File: src/rtl/sb_pkg.sv
// ---------------------------------------------------------------------------
// sb_pkg
// Shared sizing constants and the entry type for the store buffer.
//   SB_DEPTH    number of buffered stores (power of 2, >= 2)
//   SB_ADDR_W   CPU byte-address width
//   SB_DATA_W   data word width
//   sb_entry_t  {valid, word_addr, data} for one pending store
// ---------------------------------------------------------------------------
package sb_pkg;
    localparam int SB_DEPTH   = 4;
    localparam int SB_ADDR_W  = 32;
    localparam int SB_DATA_W  = 32;
    localparam int SB_PTR_W   = $clog2(SB_DEPTH);
    localparam int SB_WADDR_W = SB_ADDR_W - 2;

    typedef struct packed {
        logic                  valid;
        logic [SB_WADDR_W-1:0] word_addr;
        logic [SB_DATA_W-1:0]  data;
    } sb_entry_t;
endpackage

File: src/rtl/store_buffer_if.sv
// ---------------------------------------------------------------------------
// store_buffer_if
// CPU-side request/response signals and data-memory port of the store buffer.
//   master : the environment (CPU datapath + data memory)
//   slave  : the store buffer
// CPU side : cpu_addr, cpu_wdata, cpu_memwrite, cpu_memread, flush -> buffer
//            cpu_rdata, stall, busy                                -> CPU
// Mem side : mem_addr, mem_wdata, mem_memwrite, mem_memread        -> memory
//            mem_rdata (async read data)                           -> buffer
// ---------------------------------------------------------------------------
interface store_buffer_if;
    import sb_pkg::*;

    logic [SB_ADDR_W-1:0] cpu_addr;
    logic [SB_DATA_W-1:0] cpu_wdata;
    logic                 cpu_memwrite;
    logic                 cpu_memread;
    logic                 flush;
    logic [SB_DATA_W-1:0] cpu_rdata;
    logic                 stall;
    logic                 busy;
    logic [SB_ADDR_W-1:0] mem_addr;
    logic [SB_DATA_W-1:0] mem_wdata;
    logic                 mem_memwrite;
    logic                 mem_memread;
    logic [SB_DATA_W-1:0] mem_rdata;

    modport master (
        output cpu_addr, cpu_wdata, cpu_memwrite, cpu_memread, flush, mem_rdata,
        input  cpu_rdata, stall, busy, mem_addr, mem_wdata, mem_memwrite, mem_memread
    );

    modport slave (
        input  cpu_addr, cpu_wdata, cpu_memwrite, cpu_memread, flush, mem_rdata,
        output cpu_rdata, stall, busy, mem_addr, mem_wdata, mem_memwrite, mem_memread
    );
endinterface

File: src/rtl/sb_match.sv
// ---------------------------------------------------------------------------
// sb_match
// Combinational DEPTH-way word-address compare against the pending entries.
//   entries    in   pending store entries
//   exclude    in   one-hot mask of entries to ignore (head while it drains)
//   word_addr  in   word index of the current CPU access
//   hit        out  some valid, non-excluded entry matches
//   onehot     out  one-hot index of the matching entry
// Coalescing guarantees at most one valid entry per word address.
// ---------------------------------------------------------------------------
module sb_match
    import sb_pkg::*;
(
    input  sb_entry_t             entries [SB_DEPTH],
    input  logic [SB_DEPTH-1:0]   exclude,
    input  logic [SB_WADDR_W-1:0] word_addr,
    output logic                  hit,
    output logic [SB_DEPTH-1:0]   onehot
);
    always_comb begin
        onehot = '0;
        for (int i = 0; i < SB_DEPTH; i++) begin
            onehot[i] = entries[i].valid && !exclude[i] &&
                        (entries[i].word_addr == word_addr);
        end
    end

    assign hit = |onehot;
endmodule

File: src/rtl/store_buffer.sv
// ---------------------------------------------------------------------------
// store_buffer
// Write buffer between the CPU datapath and word-addressed data memory.
// Holds up to SB_DEPTH stores in a circular FIFO, coalesces repeat stores
// to a pending word, forwards pending data to loads in the same cycle, and
// drains lazily (memory port idle, buffer full, or flush).
//   clock  in   single clock, all state on posedge
//   reset  in   synchronous, active-high; pending stores are discarded
//   bus    slave modport of store_buffer_if (CPU side + memory port)
// ---------------------------------------------------------------------------
module store_buffer
    import sb_pkg::*;
(
    input  logic           clock,
    input  logic           reset,
    store_buffer_if.slave  bus
);
    localparam logic [SB_PTR_W:0] COUNT_FULL = (SB_PTR_W+1)'(SB_DEPTH);

    sb_entry_t             entries [SB_DEPTH];
    logic [SB_PTR_W-1:0]   head;
    logic [SB_PTR_W-1:0]   tail;
    logic [SB_PTR_W:0]     count;
    logic [SB_PTR_W:0]     count_next;
    logic                  flushing;

    logic                  stall;
    logic                  we_eff;
    logic                  re_eff;
    logic                  drain;
    logic                  enq;
    logic [SB_DEPTH-1:0]   exclude;
    logic [SB_WADDR_W-1:0] word_addr;
    logic                  hit;
    logic [SB_DEPTH-1:0]   hit_onehot;
    logic [SB_PTR_W-1:0]   hit_idx;

    assign word_addr = bus.cpu_addr[SB_ADDR_W-1:2];

    // Reset gates every memory-facing strobe so discarded stores never
    // reach memory during the reset cycle.
    assign stall  = !reset && flushing && (bus.cpu_memwrite || bus.cpu_memread);
    assign we_eff = !reset && bus.cpu_memwrite && !stall;
    // A store wins over a simultaneous load.
    assign re_eff = !reset && bus.cpu_memread && !bus.cpu_memwrite && !stall;
    assign drain  = !reset && (count != '0) && !re_eff &&
                    (flushing || (count == COUNT_FULL) || !we_eff);

    // A draining head must not absorb a coalesced store: its old data is
    // already on the memory port this cycle.
    assign exclude = drain ? ({{(SB_DEPTH-1){1'b0}}, 1'b1} << head) : '0;

    sb_match u_match (
        .entries   (entries),
        .exclude   (exclude),
        .word_addr (word_addr),
        .hit       (hit),
        .onehot    (hit_onehot)
    );

    always_comb begin
        hit_idx = '0;
        for (int i = 0; i < SB_DEPTH; i++) begin
            if (hit_onehot[i]) hit_idx = hit_idx | SB_PTR_W'(i);
        end
    end

    assign enq = we_eff && !hit;

    always_comb begin
        count_next = count;
        if (enq && !drain)      count_next = count + 1'b1;
        else if (!enq && drain) count_next = count - 1'b1;
    end

    assign bus.stall        = stall;
    assign bus.busy         = !reset && (count != '0);
    assign bus.mem_memwrite = drain;
    assign bus.mem_memread  = re_eff;
    assign bus.mem_addr     = drain ? {entries[head].word_addr, 2'b00} : bus.cpu_addr;
    assign bus.mem_wdata    = drain ? entries[head].data : '0;
    assign bus.cpu_rdata    = !re_eff ? '0 :
                              hit     ? entries[hit_idx].data : bus.mem_rdata;

    always_ff @(posedge clock) begin
        if (reset) begin
            head     <= '0;
            tail     <= '0;
            count    <= '0;
            flushing <= 1'b0;
            for (int i = 0; i < SB_DEPTH; i++) entries[i].valid <= 1'b0;
        end else begin
            if (drain) begin
                entries[head].valid <= 1'b0;
                head                <= head + 1'b1;
            end
            // When full, tail == head: the enqueue below overrides the
            // valid clear of the draining head.
            if (we_eff) begin
                if (hit) begin
                    entries[hit_idx].data <= bus.cpu_wdata;
                end else begin
                    entries[tail] <= '{valid: 1'b1, word_addr: word_addr, data: bus.cpu_wdata};
                    tail          <= tail + 1'b1;
                end
            end
            count    <= count_next;
            flushing <= (flushing || (bus.flush && (count != '0))) && (count_next != '0);
        end
    end
endmodule

File: src/flat_wrapper.sv
// flat-port wrapper written by rule: the top's interface ports become plain ports
module store_buffer_flat import sb_pkg::*;
  (clock, reset, bus_cpu_addr, bus_cpu_wdata, bus_cpu_memwrite, bus_cpu_memread, bus_flush, bus_mem_rdata, bus_cpu_rdata, bus_stall, bus_busy, bus_mem_addr, bus_mem_wdata, bus_mem_memwrite, bus_mem_memread);
  store_buffer_if bus_i ();
  input  logic clock;
  input  logic reset;
  input wire logic [$bits(bus_i.cpu_addr)-1:0] bus_cpu_addr;
  input wire logic [$bits(bus_i.cpu_wdata)-1:0] bus_cpu_wdata;
  input wire logic [$bits(bus_i.cpu_memwrite)-1:0] bus_cpu_memwrite;
  input wire logic [$bits(bus_i.cpu_memread)-1:0] bus_cpu_memread;
  input wire logic [$bits(bus_i.flush)-1:0] bus_flush;
  input wire logic [$bits(bus_i.mem_rdata)-1:0] bus_mem_rdata;
  output wire logic [$bits(bus_i.cpu_rdata)-1:0] bus_cpu_rdata;
  output wire logic [$bits(bus_i.stall)-1:0] bus_stall;
  output wire logic [$bits(bus_i.busy)-1:0] bus_busy;
  output wire logic [$bits(bus_i.mem_addr)-1:0] bus_mem_addr;
  output wire logic [$bits(bus_i.mem_wdata)-1:0] bus_mem_wdata;
  output wire logic [$bits(bus_i.mem_memwrite)-1:0] bus_mem_memwrite;
  output wire logic [$bits(bus_i.mem_memread)-1:0] bus_mem_memread;
  assign bus_i.cpu_addr = bus_cpu_addr;
  assign bus_i.cpu_wdata = bus_cpu_wdata;
  assign bus_i.cpu_memwrite = bus_cpu_memwrite;
  assign bus_i.cpu_memread = bus_cpu_memread;
  assign bus_i.flush = bus_flush;
  assign bus_i.mem_rdata = bus_mem_rdata;
  assign bus_cpu_rdata = bus_i.cpu_rdata;
  assign bus_stall = bus_i.stall;
  assign bus_busy = bus_i.busy;
  assign bus_mem_addr = bus_i.mem_addr;
  assign bus_mem_wdata = bus_i.mem_wdata;
  assign bus_mem_memwrite = bus_i.mem_memwrite;
  assign bus_mem_memread = bus_i.mem_memread;
  store_buffer u_core (.clock(clock), .reset(reset), .bus(bus_i));
endmodule
File: config.mk
export PLATFORM = sky130hd
export DESIGN_NAME = store_buffer_flat
export DESIGN_NICKNAME = d
export VERILOG_FILES = /design/src/rtl/sb_pkg.sv /design/src/rtl/store_buffer_if.sv /design/src/rtl/sb_match.sv /design/src/rtl/store_buffer.sv /design/src/flat_wrapper.sv
export SDC_FILE = /design/constraint.sdc
export NUM_CORES = 1
export LEC_CHECK = 0
export ABC_AREA = 0
export CAP_MARGIN = 25
export CORE_UTILIZATION = 60
export CTS_BUF_LIST = sky130_fd_sc_hd__clkbuf_16
export DETAILED_ROUTE_END_ITERATION = 6
export PLACE_DENSITY = 0.9
export SYNTH_ARGS = -nofsm -noshare
export SYNTH_HDL_FRONTEND = slang
export SYNTH_HIERARCHICAL = 1
export SYNTH_SLANG_ARGS = --single-unit
export TNS_END_PERCENT = 20
File: constraint.sdc
create_clock -name clock -period 10.39 [get_ports clock]
set_clock_uncertainty 0.2 [all_clocks]
set_input_delay 3.117 -clock clock [delete_from_list [all_inputs] [get_ports clock]]
set_output_delay 3.117 -clock clock [all_outputs]
set_load 0.005 [all_outputs]
# == After elaboration in Yosys (flattened, before gate mapping) ==
# Index checks and enable logic that the tools add are counted.
# word_totals
inputBits,101
word_cells,111
register_bits,260
output_inout_bits,100
# classes
bitwise,4
reduce_logical,46
n_addsub,4
order_cmp,6
n_eq_ne,5
n_shift,1
mux,29
# ops
cell,n
2-to-1 mux 252 bit,4
bitwise mux 252 bit,3
demux 63 bit (select 2 bit),3
binary-select mux 63 bit (select 2 bit),2
2-to-1 mux 32 bit,7
2-to-1 mux 63 bit,2
2-to-1 mux 62 bit,2
equality test 30 bit,4
logical AND 1 bit,26
zero test 1 bit,12
">= comparator 3 bit, second input constant",3
"< comparator 3 x 1 -> 1 bit, second input constant",3
inverter 2 -> 3 bit,3
2-to-1 mux 3 bit,2
nonzero test 3 bit,2
"adder 2 x 1 -> 2 bit, second input constant",2
logical OR 1 bit,4
2-to-1 mux 2 bit,2
2-to-1 mux 4 bit,1
OR reduction 4 bit,1
"<< shifter 1 x 2 -> 4 bit, first input constant",1
"adder 3 x 1 -> 3 bit, second input constant",1
"equality test 3 bit, second input constant",1
"subtractor 3 x 1 -> 3 bit, second input constant",1
other kinds (3),3

# == Longest topological paths before layout ==
# logic_depth
word_depth,23
ltp_mapped,18
depth_no_buf,17

# == Cells and area by module ==
# Netlist, hierarchy kept.
# by_module_without_submodules
mod,area_each_um2,seq_area_each_um2,cells_per_inst,instances
store_buffer,13245.2,7687.4,1039,1
sb_match,1361.3,0.0,169,1

# == Least setup slack after synthesis ==
# OpenSTA, ideal clock, no wires.
# synth_path
path_type,input port to output port
start,in bus_cpu_memwrite
end,out bus_cpu_rdata[2]
n_path_buf,2
cell_stages,15
t_required_ns,7.073
setup_slack_ns,1.729
arrival_ns,5.344
path_cell_list,or2_4 a311o_4 inv_6 buf_6 nand2_1 inv_1 nand3b_1 nor3_1 nand4_1 nor2_1 a21oi_1 clkbuf_1 o22a_1 nand3_1 a21oi_1
# synth_between
elab_cells_between_ends,36
cone_classes,9 x mux; 1 x bitwise; 26 x reduce/logical
# synth_rtl
item,line,source
start: declaration,flat_wrapper.sv:9,input wire logic [$bits(bus_i.cpu_memwrite)-1:0] bus_cpu_memwrite;
logical OR 1 bit,store_buffer.sv:42,assign stall = !reset && flushing && (bus.cpu_memwrite || bus.cpu_memread);
logical AND 1 bit,store_buffer.sv:42,
zero test 1 bit,"store_buffer.sv:43, store_buffer.sv:45",
logical AND 1 bit (on tied branches),"store_buffer.sv:45, store_buffer.sv:43",
zero test 1 bit (on tied branches),"store_buffer.sv:46, store_buffer.sv:47",
logical AND 1 bit or logical OR 1 bit (tied branches),"store_buffer.sv:46, store_buffer.sv:47",
logical AND 1 bit (*),store_buffer.sv:46,assign drain = !reset && (count != '0) && !re_eff &&
2-to-1 mux 4 bit (*),store_buffer.sv:51,"assign exclude = drain ? ({{(SB_DEPTH-1){1'b0}}, 1'b1} << head) : '0;"
net u_core.exclude[2],store_buffer.sv:32,logic [SB_DEPTH-1:0] exclude;
[... 1 more ...],n/a,
logical AND 1 bit (*) (2 in a row),sb_match.sv:23,onehot[i] = entries[i].valid && !exclude[i] &&
net u_core.hit_onehot[2],store_buffer.sv:35,logic [SB_DEPTH-1:0] hit_onehot;
2-to-1 mux 2 bit (2 in a row),store_buffer.sv:64,if (hit_onehot[i]) hit_idx = hit_idx | SB_PTR_W'(i);
inverter 2 -> 3 bit (not written as such),store_buffer.sv:83,hit ? entries[hit_idx].data : bus.mem_rdata;
binary-select mux 63 bit (select 2 bit),store_buffer.sv:83,
2-to-1 mux 32 bit (not written as such) (2 in a row),store_buffer.sv:83,
2-to-1 mux 32 bit (*),store_buffer.sv:83,
2-to-1 mux 32 bit (*),store_buffer.sv:82,assign bus.cpu_rdata = !re_eff ? '0 :
end: declaration,flat_wrapper.sv:13,output wire logic [$bits(bus_i.cpu_rdata)-1:0] bus_cpu_rdata;
# The timed path passes the listed nets; every way through them passes the cells marked *. The select of a mux whose other input is x is not followed.

# == Worst setup path after layout ==
# layout_path
start,in bus_cpu_memwrite
end,out bus_cpu_rdata[1]
# layout_between
elab_chain_len,20
elab_cells_between_ends,36
cone_classes,9 x mux; 1 x bitwise; 26 x reduce/logical
# layout_rtl
item,line
logical OR 1 bit,store_buffer.sv:42
logical AND 1 bit,store_buffer.sv:42
zero test 1 bit,"store_buffer.sv:43, store_buffer.sv:45"
logical AND 1 bit (on tied branches),"store_buffer.sv:45, store_buffer.sv:43"
zero test 1 bit (on tied branches),"store_buffer.sv:46, store_buffer.sv:47"
logical AND 1 bit or logical OR 1 bit (tied branches),"store_buffer.sv:46, store_buffer.sv:47"
logical AND 1 bit (*),store_buffer.sv:46
2-to-1 mux 4 bit (*),store_buffer.sv:51
net u_core.exclude[1],store_buffer.sv:32
[... 3 more ...],n/a
net u_core.hit_onehot[1],store_buffer.sv:35
2-to-1 mux 1 bit,store_buffer.sv:64
2-to-1 mux 2 bit (2 in a row),store_buffer.sv:64
inverter 2 -> 3 bit (not written as such),store_buffer.sv:83
binary-select mux 63 bit (select 2 bit),store_buffer.sv:83
2-to-1 mux 32 bit (not written as such) (2 in a row),store_buffer.sv:83
2-to-1 mux 32 bit (*),store_buffer.sv:83
2-to-1 mux 32 bit (*),store_buffer.sv:82
# Marked as above.

==> flow_summary_export.csv <==
group,metric,value,unit
outcome,status,"completed",
timing,setup_violations,0,
timing,final.period_utilization,0.979,
clocking,htreeDepth,1,
clocking,cts_max_path_buffers,3,
timing,rsz0062_at_grt,"false",
clocking,clockRootBuffer,"clkbuf_16",
worst_setup_path,cp.arrival,6.86,ns
timing,worstMarginPinSlew,1.11,ns
global_route,antenna_found_initial,0,
placed_design,placed_area,17000,µm²
drt,routed_via_density,6.53,
clocking,postCtsSetupBuffers,0,
power,cellLeakagePower,6.44,nW
power,ir_drop,0.117,mV
worst_setup_path,critPathCaptureType,"output pin",
worst_setup_path,crit_path_start_kind,"primary input",
timing,min_period,10.17,ns
power,p_total,0.00269,W
floorplanning,num_rows,56,
yosys,synth_area,14600,µm²
timing,fin_tns_setup,0,ns
global_route,grt_use_total,0.347,
yosys,synth_warnings,6,
floorplanning,ios,201,
run,drv_cap,0,
yosys,synthCells,1207,
clocking,cts_tree,"built",
finish,final_cell_mix,"248 x edfxtp_1, 200 x clkdlybuf4s50_1, 133 x nor2b_1",
finish,drive_gt1_frac,0.110,
placed_design,dp.cells,1675,
finish,final_common_cell,"edfxtp_1",
finish,design_area,17800,µm²
yosys,synth_area_per_cell,12.1,µm²
worst_setup_path,path_class,"primary input to output pin",
global_route,grt_start_max_net_pins,132,
drt,wl,42400,µm
timing,maxSlewViolCount,0,
timing,clock.fmax,0.0983,GHz
drt,first_pass_iters,6,
finish,fin_nets,1497,
clocking,clkLatencyLatePin,0.53,ns
floorplanning,dieArea,25000,µm²
finish,n_antenna_cell,0,
placed_design,gp_congestion,0.912,
clocking,holdBufCountCts,0,
worst_hold_path,hold_path_class,"register to register",
drt,drc,0,
floorplanning,core,23700,µm²
floorplanning,initial_core_util,0.617,
global_route,grt-ovfl-total,0,
global_route,grt_pass1_vias,11100,
placed_design,dp_hpwl,26500,µm
power,power.density,151,nW/µm²
finish,final_cells,1724,
worst_setup_path,cp_max_fo,22,
drt,drt_iter0_markers,1305,
global_route,grt_pass1_wl,64600,µm
drt,num_vias,11300,
drt,drt-wirelength-per-cell,24.6,µm
timing,slew-limit-headroom,0.260,
yosys,mappedNetlistNets,1319,
finish,syn2layout_area_growth,22.2,%
clocking,cts.sinks,260,
floorplanning,die_w,158,µm
drt,antenna_left,0,
placed_design,portBuffers,200,
clocking,cts_made_buffers,27,
worst_setup_path,worst_ep_required_time,7.07,ns
clocking,clk_pin_slew,0.06,ns
timing,hold_viol,0,
floorplanning,die_h,158,µm
clocking,cts_resized,0,
## metal layers
metal,share of wire,GRT usage,up-vias,wire (µm)
met1,0.35,0.461,5428,15000
li1,-,-,4785,-
met4,0.039,0.134,0,1640
met5,0,0,-,0
met3,0.12,0.0690,165,5260
met2,0.48,0.564,876,20600
## path summary, 6_finish.rpt
check                                  from                        endpoint  depth (start not counted)  slack [ns]
max                        bus_cpu_memwrite                bus_cpu_rdata[1]                         18        0.22
min          u_core/entries[188]$_SDFF_PP0_  u_core/entries[188]$_SDFF_PP0_                          1        0.29
max reg2reg     u_core/head[1]$_SDFFE_PP0P_    u_core/entries[74]$_DFFE_PP_                         16        4.08
min reg2reg  u_core/entries[188]$_SDFF_PP0_  u_core/entries[188]$_SDFF_PP0_                          1        0.29
## power breakdown
group	internal [W]	leakage [nW]	switching, W
registers	0.00119	2.36	0.0000394
logic	0.000266	3.64	0.000261
clock network	0.000543	0.434	0.000396
total	0.00199	6.44	0.000696
## critical path: stages
cell and delay (ns):
clkdlybuf4s50_1 0.56, or2_4 0.17, a311o_4 0.22, inv_6 0.08
nand2_1 0.12, inv_1 0.05, nor2b_1 0.13, nand4_1 0.11
nor4_1 0.39, nand4_1 0.26, inv_2 0.17, nor2_1 0.05
nand2_1 0.13, buf_6 0.25, o22a_1 0.20, nand3_1 0.13
a21oi_1 0.20, clkdlybuf4s50_1 0.51
## layout make-up
class | count | area, µm²
clock buffers | 27 | 676
fillers | 1476 | 5840
multi-input cells | 840 | 6510
flip-flops and latches | 260 | 7690
inverters | 20 | 80.1
repair buffers | 236 | 2320
well taps | 319 | 399
clock inverters | 22 | 169
## per-stage QoR
stage,util,setup slack (ns),hold WS [ns]
detailed placement,0.717,0.217,0.275
global route,0.753,0.0104,0.317
finish,0.753,0.215,0.289
floorplan,-,1.73,0.260
global placement,0.717,0.410,0.267
CTS,0.753,0.181,0.289
## registers in the layout, summed over array words and instances (netlist names)
register,cells
u_core/tail,2
u_core/count,3
u_core/flushing,1
u_core/entries,252
u_core/head,2
Note: power is estimated with default switching activity, not from simulation.
